<file path="src/rtl/mem_arb_pkg.sv">
// rtl/mem_arb_pkg.sv - shared types and constants for the fetch/data memory port arbiter
package mem_arb_pkg;

  // Transaction sequencer states: issue in IDLE, hold request in REQ, await response in WAIT
  typedef enum logic [1:0] {
    IDLE = 2'd0,
    REQ  = 2'd1,
    WAIT = 2'd2
  } arb_state_e;

  // Which requester owns the transaction currently in flight
  typedef enum logic [1:0] {
    NONE = 2'd0,
    IF   = 2'd1,
    DM   = 2'd2
  } owner_e;

  // Address bit that selects the upper or lower 32-bit instruction inside a 64-bit memory word
  localparam int FETCH_WORD_SEL = 2;

  // Extract the addressed instruction word from a 64-bit memory word
  function automatic logic [31:0] fetch_word(input logic [63:0] line, input logic hi);
    return hi ? line[63:32] : line[31:0];
  endfunction

endpackage

</file>
<file path="src/rtl/mem_port_arbiter.sv">
// rtl/mem_port_arbiter.sv - single-outstanding arbiter sharing one memory port between fetch and data
module mem_port_arbiter
  import mem_arb_pkg::*;
#(
  parameter int ADDR_W     = 64,
  parameter int DATA_W     = 64,
  parameter int STARVE_MAX = 4
) (
  input  logic              clk,
  input  logic              rst,
  input  logic              if_req,
  input  logic [ADDR_W-1:0] if_addr,
  input  logic              if_kill,
  output logic              if_rvalid,
  output logic [31:0]       if_rdata,
  input  logic              dm_req,
  input  logic              dm_we,
  input  logic [ADDR_W-1:0] dm_addr,
  input  logic [DATA_W-1:0] dm_wdata,
  output logic              dm_rvalid,
  output logic [DATA_W-1:0] dm_rdata,
  output logic              stall_if,
  output logic              stall_mem,
  output logic              mem_req,
  output logic              mem_we,
  output logic [ADDR_W-1:0] mem_addr,
  output logic [DATA_W-1:0] mem_wdata,
  input  logic              mem_ready,
  input  logic              mem_rvalid,
  input  logic [DATA_W-1:0] mem_rdata
);

  localparam int CNT_W = $clog2(STARVE_MAX + 1);
  localparam logic [CNT_W-1:0] CNT_MAX = CNT_W'(STARVE_MAX);

  arb_state_e       state;
  arb_state_e       state_nxt;
  owner_e           owner;
  logic [CNT_W-1:0] starve_cnt;
  logic             kill_pend;
  logic             fetch_hi;

  logic             if_elig;
  logic             force_if;
  logic             grant_if;
  logic             grant_dm;
  logic             resp_fire;

  // Byte-offset bits of a word-aligned fetch address carry no information
  logic             unused_if_addr;
  assign unused_if_addr = ^if_addr[FETCH_WORD_SEL-1:0];

  // Arbitration decode: data side wins ties unless fetch has been starved long enough
  always_comb begin
    if_elig  = if_req & ~if_kill;
    force_if = if_elig & (starve_cnt == CNT_MAX);
    grant_if = (state == IDLE) & if_elig & (~dm_req | force_if);
    grant_dm = (state == IDLE) & dm_req & ~force_if;
    resp_fire = (state == WAIT) & mem_rvalid;
  end

  // Next-state logic for the issue / accept / response sequence
  always_comb begin
    state_nxt = state;
    case (state)
      IDLE:    if (grant_if | grant_dm) state_nxt = REQ;
      REQ:     if (mem_ready)           state_nxt = WAIT;
      WAIT:    if (mem_rvalid)          state_nxt = IDLE;
      default:                          state_nxt = IDLE;
    endcase
  end

  // State register, registered memory request, ownership, starvation counter and kill tracking
  always_ff @(posedge clk) begin
    if (rst) begin
      state      <= IDLE;
      owner      <= NONE;
      starve_cnt <= '0;
      kill_pend  <= 1'b0;
      fetch_hi   <= 1'b0;
      mem_req    <= 1'b0;
      mem_we     <= 1'b0;
      mem_addr   <= '0;
      mem_wdata  <= '0;
    end else begin
      state <= state_nxt;
      case (state)
        IDLE: begin
          if (grant_dm) begin
            owner     <= DM;
            mem_req   <= 1'b1;
            mem_we    <= dm_we;
            mem_addr  <= dm_addr;
            mem_wdata <= dm_wdata;
            if (if_req && (starve_cnt != CNT_MAX)) begin
              starve_cnt <= starve_cnt + CNT_W'(1);
            end
          end else if (grant_if) begin
            owner      <= IF;
            mem_req    <= 1'b1;
            mem_we     <= 1'b0;
            mem_addr   <= {if_addr[ADDR_W-1:FETCH_WORD_SEL+1], {(FETCH_WORD_SEL+1){1'b0}}};
            mem_wdata  <= '0;
            fetch_hi   <= if_addr[FETCH_WORD_SEL];
            starve_cnt <= '0;
          end
        end
        REQ: begin
          if (mem_ready) begin
            mem_req <= 1'b0;
          end
          if ((owner == IF) && if_kill) begin
            kill_pend <= 1'b1;
          end
        end
        WAIT: begin
          if (mem_rvalid) begin
            owner     <= NONE;
            kill_pend <= 1'b0;
          end else if ((owner == IF) && if_kill) begin
            kill_pend <= 1'b1;
          end
        end
        default: begin
          owner   <= NONE;
          mem_req <= 1'b0;
        end
      endcase
    end
  end

  // Response steering and stall requests; a killed fetch completes on the bus but is never reported
  always_comb begin
    if_rvalid = resp_fire & (owner == IF) & ~kill_pend & ~if_kill;
    dm_rvalid = resp_fire & (owner == DM);
    if_rdata  = if_rvalid ? fetch_word(mem_rdata, fetch_hi) : 32'd0;
    dm_rdata  = dm_rvalid ? mem_rdata : '0;
    stall_if  = if_req & ~if_rvalid;
    stall_mem = dm_req & ~dm_rvalid;
  end

endmodule

</file>
<file path="config.mk">
export PLATFORM = sky130hd
export DESIGN_NAME = mem_port_arbiter
export DESIGN_NICKNAME = d
export VERILOG_FILES = /design/src/rtl/mem_arb_pkg.sv /design/src/rtl/mem_port_arbiter.sv
export SDC_FILE = /design/constraint.sdc
export NUM_CORES = 1
export LEC_CHECK = 0
export CAP_MARGIN = 20
export CORE_AREA = 5 5 186 188
export CTS_CLUSTER_DIAMETER = 30
export DETAILED_ROUTE_END_ITERATION = 16
export DIE_AREA = 0 0 191 193
export DONT_BUFFER_PORTS = 1
export PLACE_DENSITY_LB_ADDON = 0.2
export SLEW_MARGIN = 0
export SYNTH_ARGS = -nofsm -noshare
export SYNTH_HDL_FRONTEND = slang
export SYNTH_SLANG_ARGS = --single-unit
</file>
<file path="constraint.sdc">
create_clock -name clk -period 2.6 [get_ports clk]
set_clock_uncertainty 0.05 [all_clocks]
set_input_delay 0.52 -clock clk [delete_from_list [all_inputs] [get_ports clk]]
set_output_delay 0.52 -clock clk [all_outputs]
set_load 0.02 [all_outputs]
</file>
**After elaboration in Yosys (flattened, before gate mapping)**

Cells that the tools add are included.

- Flip-flop bits (word level): 139
- Bits in latches: 0
- RAM bits: 0
- Bits in read-only memories: 0
- Output and inout port bits: 230
- Logic and storage cells: 82
- Memories kept: 0

- Add/subtract/negate cells: 1
- $mul: 0
- Divide/modulo/power cells: 0
- Order comparisons: 0
- Equality and inequality tests: 11
- Shift operators: 0
- Multiplexer cells: 26
- Bitwise gates (word level): 24
- Reduce and logical (&&, ||, !) cells: 11

Operator list:

| cell | count |
|---|---|
| 2-to-1 mux 64 bit | 5 |
| 2-to-1 mux 32 bit | 2 |
| AND reduction 3 bit | 5 |
| bitwise AND 1 bit | 13 |
| one-hot mux 2 bit (3 select lines) | 2 |
| 2-to-1 mux 2 bit | 5 |
| 2-to-1 mux 3 bit | 3 |
| inverter 1 bit | 9 |
| 2-to-1 mux 1 bit | 7 |
| != test 3 bit (second input constant) | 2 |
| equality test 2 x 1 -> 1 bit (second input constant) | 2 |
| equality test 2 bit (second input constant) | 2 |
| != test 2 x 1 -> 1 bit (second input constant) | 2 |
| != test 2 bit (second input constant) | 2 |
| nonzero test 2 bit | 2 |
| adder 3 x 1 -> 3 bit (second input constant) | 1 |
| equality test 3 bit (second input constant) | 1 |
| one-hot mux 1 bit (3 select lines) | 1 |
| logical AND 1 bit | 2 |
| logical NOT 2 bit | 1 |
| OR 1 bit | 2 |
| one-hot mux 1 bit (2 select lines) | 1 |
| AND reduction 2 bit | 1 |

**Longest topological paths before layout**

- Depth after elaboration: 8
- Mapped depth: 8

**Least setup slack after synthesis**

Ideal clock, no wire load.

- Path kind: flip-flop to output port
- Start: register state[0]
- End: output dm_rdata[15]
- Arrival time: 1.581 ns
- Setup slack: 0.449 ns
- Cell stages (with the launch flop): 8
- Path through: dfxtp_1 > inv_1 > ha_1 > nand2_1 > nor3b_1 > clkbuf_2 > clkbuf_1 > and2_1

- Word-level cells in the longest chain between the ends: 4

Ends and longest elaborated chain:

| element | line | source |
|---|---|---|
| start, declared | mem_port_arbiter.sv:36 | `arb_state_e state;` |
| start signal, assigned | mem_port_arbiter.sv:86 | `state <= state_nxt;` |
| equality test 2 bit | mem_port_arbiter.sv:59 | `resp_fire = (state == WAIT) & mem_rvalid;` |
| bitwise AND 1 bit | mem_port_arbiter.sv:59 |  |
| bitwise AND 1 bit | mem_port_arbiter.sv:135 | `dm_rvalid = resp_fire & (owner == DM);` |
| 2-to-1 mux 64 bit | mem_port_arbiter.sv:137 | `dm_rdata = dm_rvalid ? mem_rdata : '0;` |
| end, declared | mem_port_arbiter.sv:21 | `output logic [DATA_W-1:0] dm_rdata,` |

Every way passes these cells.

**Worst setup path after layout**

- Start: register state[0]
- End: output dm_rdata[19]

The elaborated chain is that of the path after synthesis.

==> out/results.txt <==
largest cells by area after synthesis - dfxtp_1, nand3_1, and2_1
CP arrival - 1.91 ns
Nets - 1057
Yosys top cell by area - dfxtp_1
Final Critical Period - 2.479 ns
share of cells above drive strength 1 - 17.13%
std cell rows - 67
Worst-Margin Slew - 0.5697 ns
WP buf/inv - 4
syn_nets - 1059
Max Slew Vio Count - 0
Ys Warns - 0
Post-synth ARST share - 0%
Slowest-stage cell, CP - dfxtp_2
max_cap viols - 0
Top Ports - 494
GRT Util Overall - 15.07%
Final GP Congestion - 0.7948
global route total overflow - 0
Worst Hold Class - in2reg
synth-to-layout area growth - 24.22%
sw power - 1.968 mW
clock root cell - clkbuf_16
vias in the first global route - 6140
fillcell total - 3624
Worst Path Required - 2.03 ns
Seq/Total Area, Yosys - 43.38%
EDFF count, synth - 0
routed vias - 6036
largest net degree at the start of global routing - 116
Min-Delay Endpoint - mem_addr[50]
worst path cell trace - inv_2 > ha_4 > nand2_4 > nor3b_4 > buf_6 > buf_8 > buf_16 > and2_4
WS Path Type - reg2out
clock buffer depth - 2
Reg2Reg Launch Point - state[0]
Worst Setup Start Kind - flop
initial core utilization - 19.47%
element type at the critical path end - output pin
WHS Path Cells - 1
First-pass DRT Iterations - 6
drt first-iter violations - 247
TritonCTS clock tree - done
critical path's top delay family - buffers and inverters
TritonCTS Buffers - 17
Die Ht - 193 um
post-layout utilization of the core - 24.19%
Most used DFF post-synth - dfxtp_1
Post-CTS Hold Buffers - 0
outcome - complete, no violations
Worst R2R End - mem_addr[28]
Residual DRC - 0
worst hold start - rst
Die Area - 0.03686 sq mm
Post-Synthesis Cells - 790
Multi-input gate area - 0.003397 sq mm
CORE AREA - 0.03295 sq mm
most common cell after layout, fill and taps aside - dfxtp_1
cell area power density - 751.4 mW/mm^2
Reg clk slew, reported paths - 0.06 ns
setup TNS - 0 ns
first-pass GRT wire length - 41410 um
overall power - 5.988 mW
area share of the largest cell type after synthesis - 43.38%
DRT antenna net count - 0
reg2reg path depth - 8
Die Wd - 191 um
Seq cells post-synth - 139
Crit. Startpoint - state[0]
internal power - 4.020 mW
period utilisation layout - 95.34%
most frequent cells in the layout - dfxtp_1, nand2_1, nand3_1
Detailed Route WL - 30100 um
initial antenna violation count - 2
worst stage delay on the critical path - 0.33 ns
endpoints failing setup - 0
DP Wirelength - 22290 um
Routed WL per cell - 24.06 um
final hold vios - 0
number of distinct library cells after synthesis - 35
H-tree depth - 4
worst-skew pair later-pin latency - 0.43 ns
Slew HR - 62.02%
register area - 0.002786 sq mm
Max Fclk - 0.4034 GHz
reg2reg setup slack - 0.46 ns
Sink Count - 139
Mean Syn Cell Area - 8.120 sq um
Seq pwr share - 46.5%
combinational share of power - 14.8%
CP max FO - 16
Mapped Area - 0.006415 sq mm
sw frac - 32.87%
Worst VDD drop - 445.2 uV
vias per inst - 4.825
Clk network pwr share - 38.8%
LEAKAGE - 2.802 nW
PortBufs - 0
unrepaired setup endpoints after global routing - false
-- through the flow --
stage	setup slack (ns)	cells	hold slack [ns]	instance area, sq um
6_report	0.1211	1251	0.1094	7969
5_1_grt	0.007278	1251	0.07168	7969
4_1_cts	0.0007345	1245	0.07486	7900
3_5_place_dp	0.4204	1210	0.4321	7153
3_3_place_gp	0.4080	1210	0.4339	7153
2_1_floorplan	0.4488	790	0.4052	6415
-- layer usage --
metal / vias to the layer above / share of wire [%] / GRT usage [%]
met5: - / 0 / 0
met4: 0 / 3.1 / 5.746
met3: 40 / 9.4 / 5.924
met2: 325 / 54 / 27.96
met1: 2893 / 34 / 15.26
li1: 2778 / - / -
-- synth_stat cells (2+ instances only) --
cell and instances:
nand2b_1 2, a211oi_1 2, nor2_1 72, o2bb2ai_1 25, dfxtp_1 139, a31oi_1 2
clkbuf_1 36, buf_4 3, a21oi_1 71, inv_1 6, a311oi_1 29, and3_1 2
a222oi_1 7, o22ai_1 26, nor2b_1 4, nand3_1 100, nand2_1 101, nand3b_1 2
buf_2 37, and2_1 65, ha_1 5, nor3_1 8, mux2i_1 34
-- what timing repair did --
action                                  CTS  global route
buffers inserted                          2             1
pin swaps                                 1             6
gates cloned                              2             2
endpoints found under the setup margin   64            50
resized for setup                        73             8
-- power by group through the flow --
| stage | combinational, mW | clock [mW] | sequential, mW |
|---|---|---|---|
| floorplan | 0.683 | 0 | 2.75 |
| global placement | 0.869 | 0 | 2.83 |
| detailed placement | 0.878 | 0 | 2.83 |
| CTS | 0.892 | 2.42 | 2.79 |
| global route | 0.992 | 2.49 | 2.81 |
| finish | 0.884 | 2.32 | 2.78 |
-- registers in the layout, summed over array words and instances, names as in the netlist --
| name | count |
|---|---|
| starve_cnt | 3 |
| mem_addr | 64 |
| kill_pend | 1 |
| owner | 2 |
| mem_wdata | 64 |
| mem_req | 1 |
| fetch_hi | 1 |
| mem_we | 1 |
| state | 2 |
-- logic make-up after synthesis --
family | synth area share, %
AOI/OAI and AO/OA | 17.87
xor gates and xnor gates | 0.2731
adders and majority gates | 0.9752
buffers and inverters | 5.832
DFF | 43.38
muxes | 5.305
and+or+nand+nor | 26.37
-- final cells by class --
class / instances / share of cell area (%)
multi-input combinational: 567 / 42.63
sequential: 139 / 34.97
clock buffer: 18 / 5.511
clock inverter: 13 / 1.523
antenna: 3 / 0.09421
inverter: 6 / 0.2826
timing repair buffer: 57 / 7.960
tap: 448 / 7.034
-- worst max path at each step --
stage	end	depth (start not counted)	slack [ns]
2_1_floorplan	dm_rdata[15]	7	0.45
3_3_place_gp	dm_rdata[58]	7	0.41
3_5_place_dp	dm_rdata[58]	7	0.42
4_1_cts	dm_rdata[20]	8	0.0007
5_1_grt	dm_rdata[60]	8	0.007
6_report	dm_rdata[19]	8	0.12
-- worst reg2reg max path: stages (launching register included) --
cell,delay [ns]
dfxtp_2,0.33
inv_2,0.07
buf_4,0.10
ha_2,0.34
nand3b_1,0.24
a21oi_4,0.16
buf_4,0.37
o22ai_1,0.17
a2bb2o_1,0.25
Power figures use the tool's default switching activity.
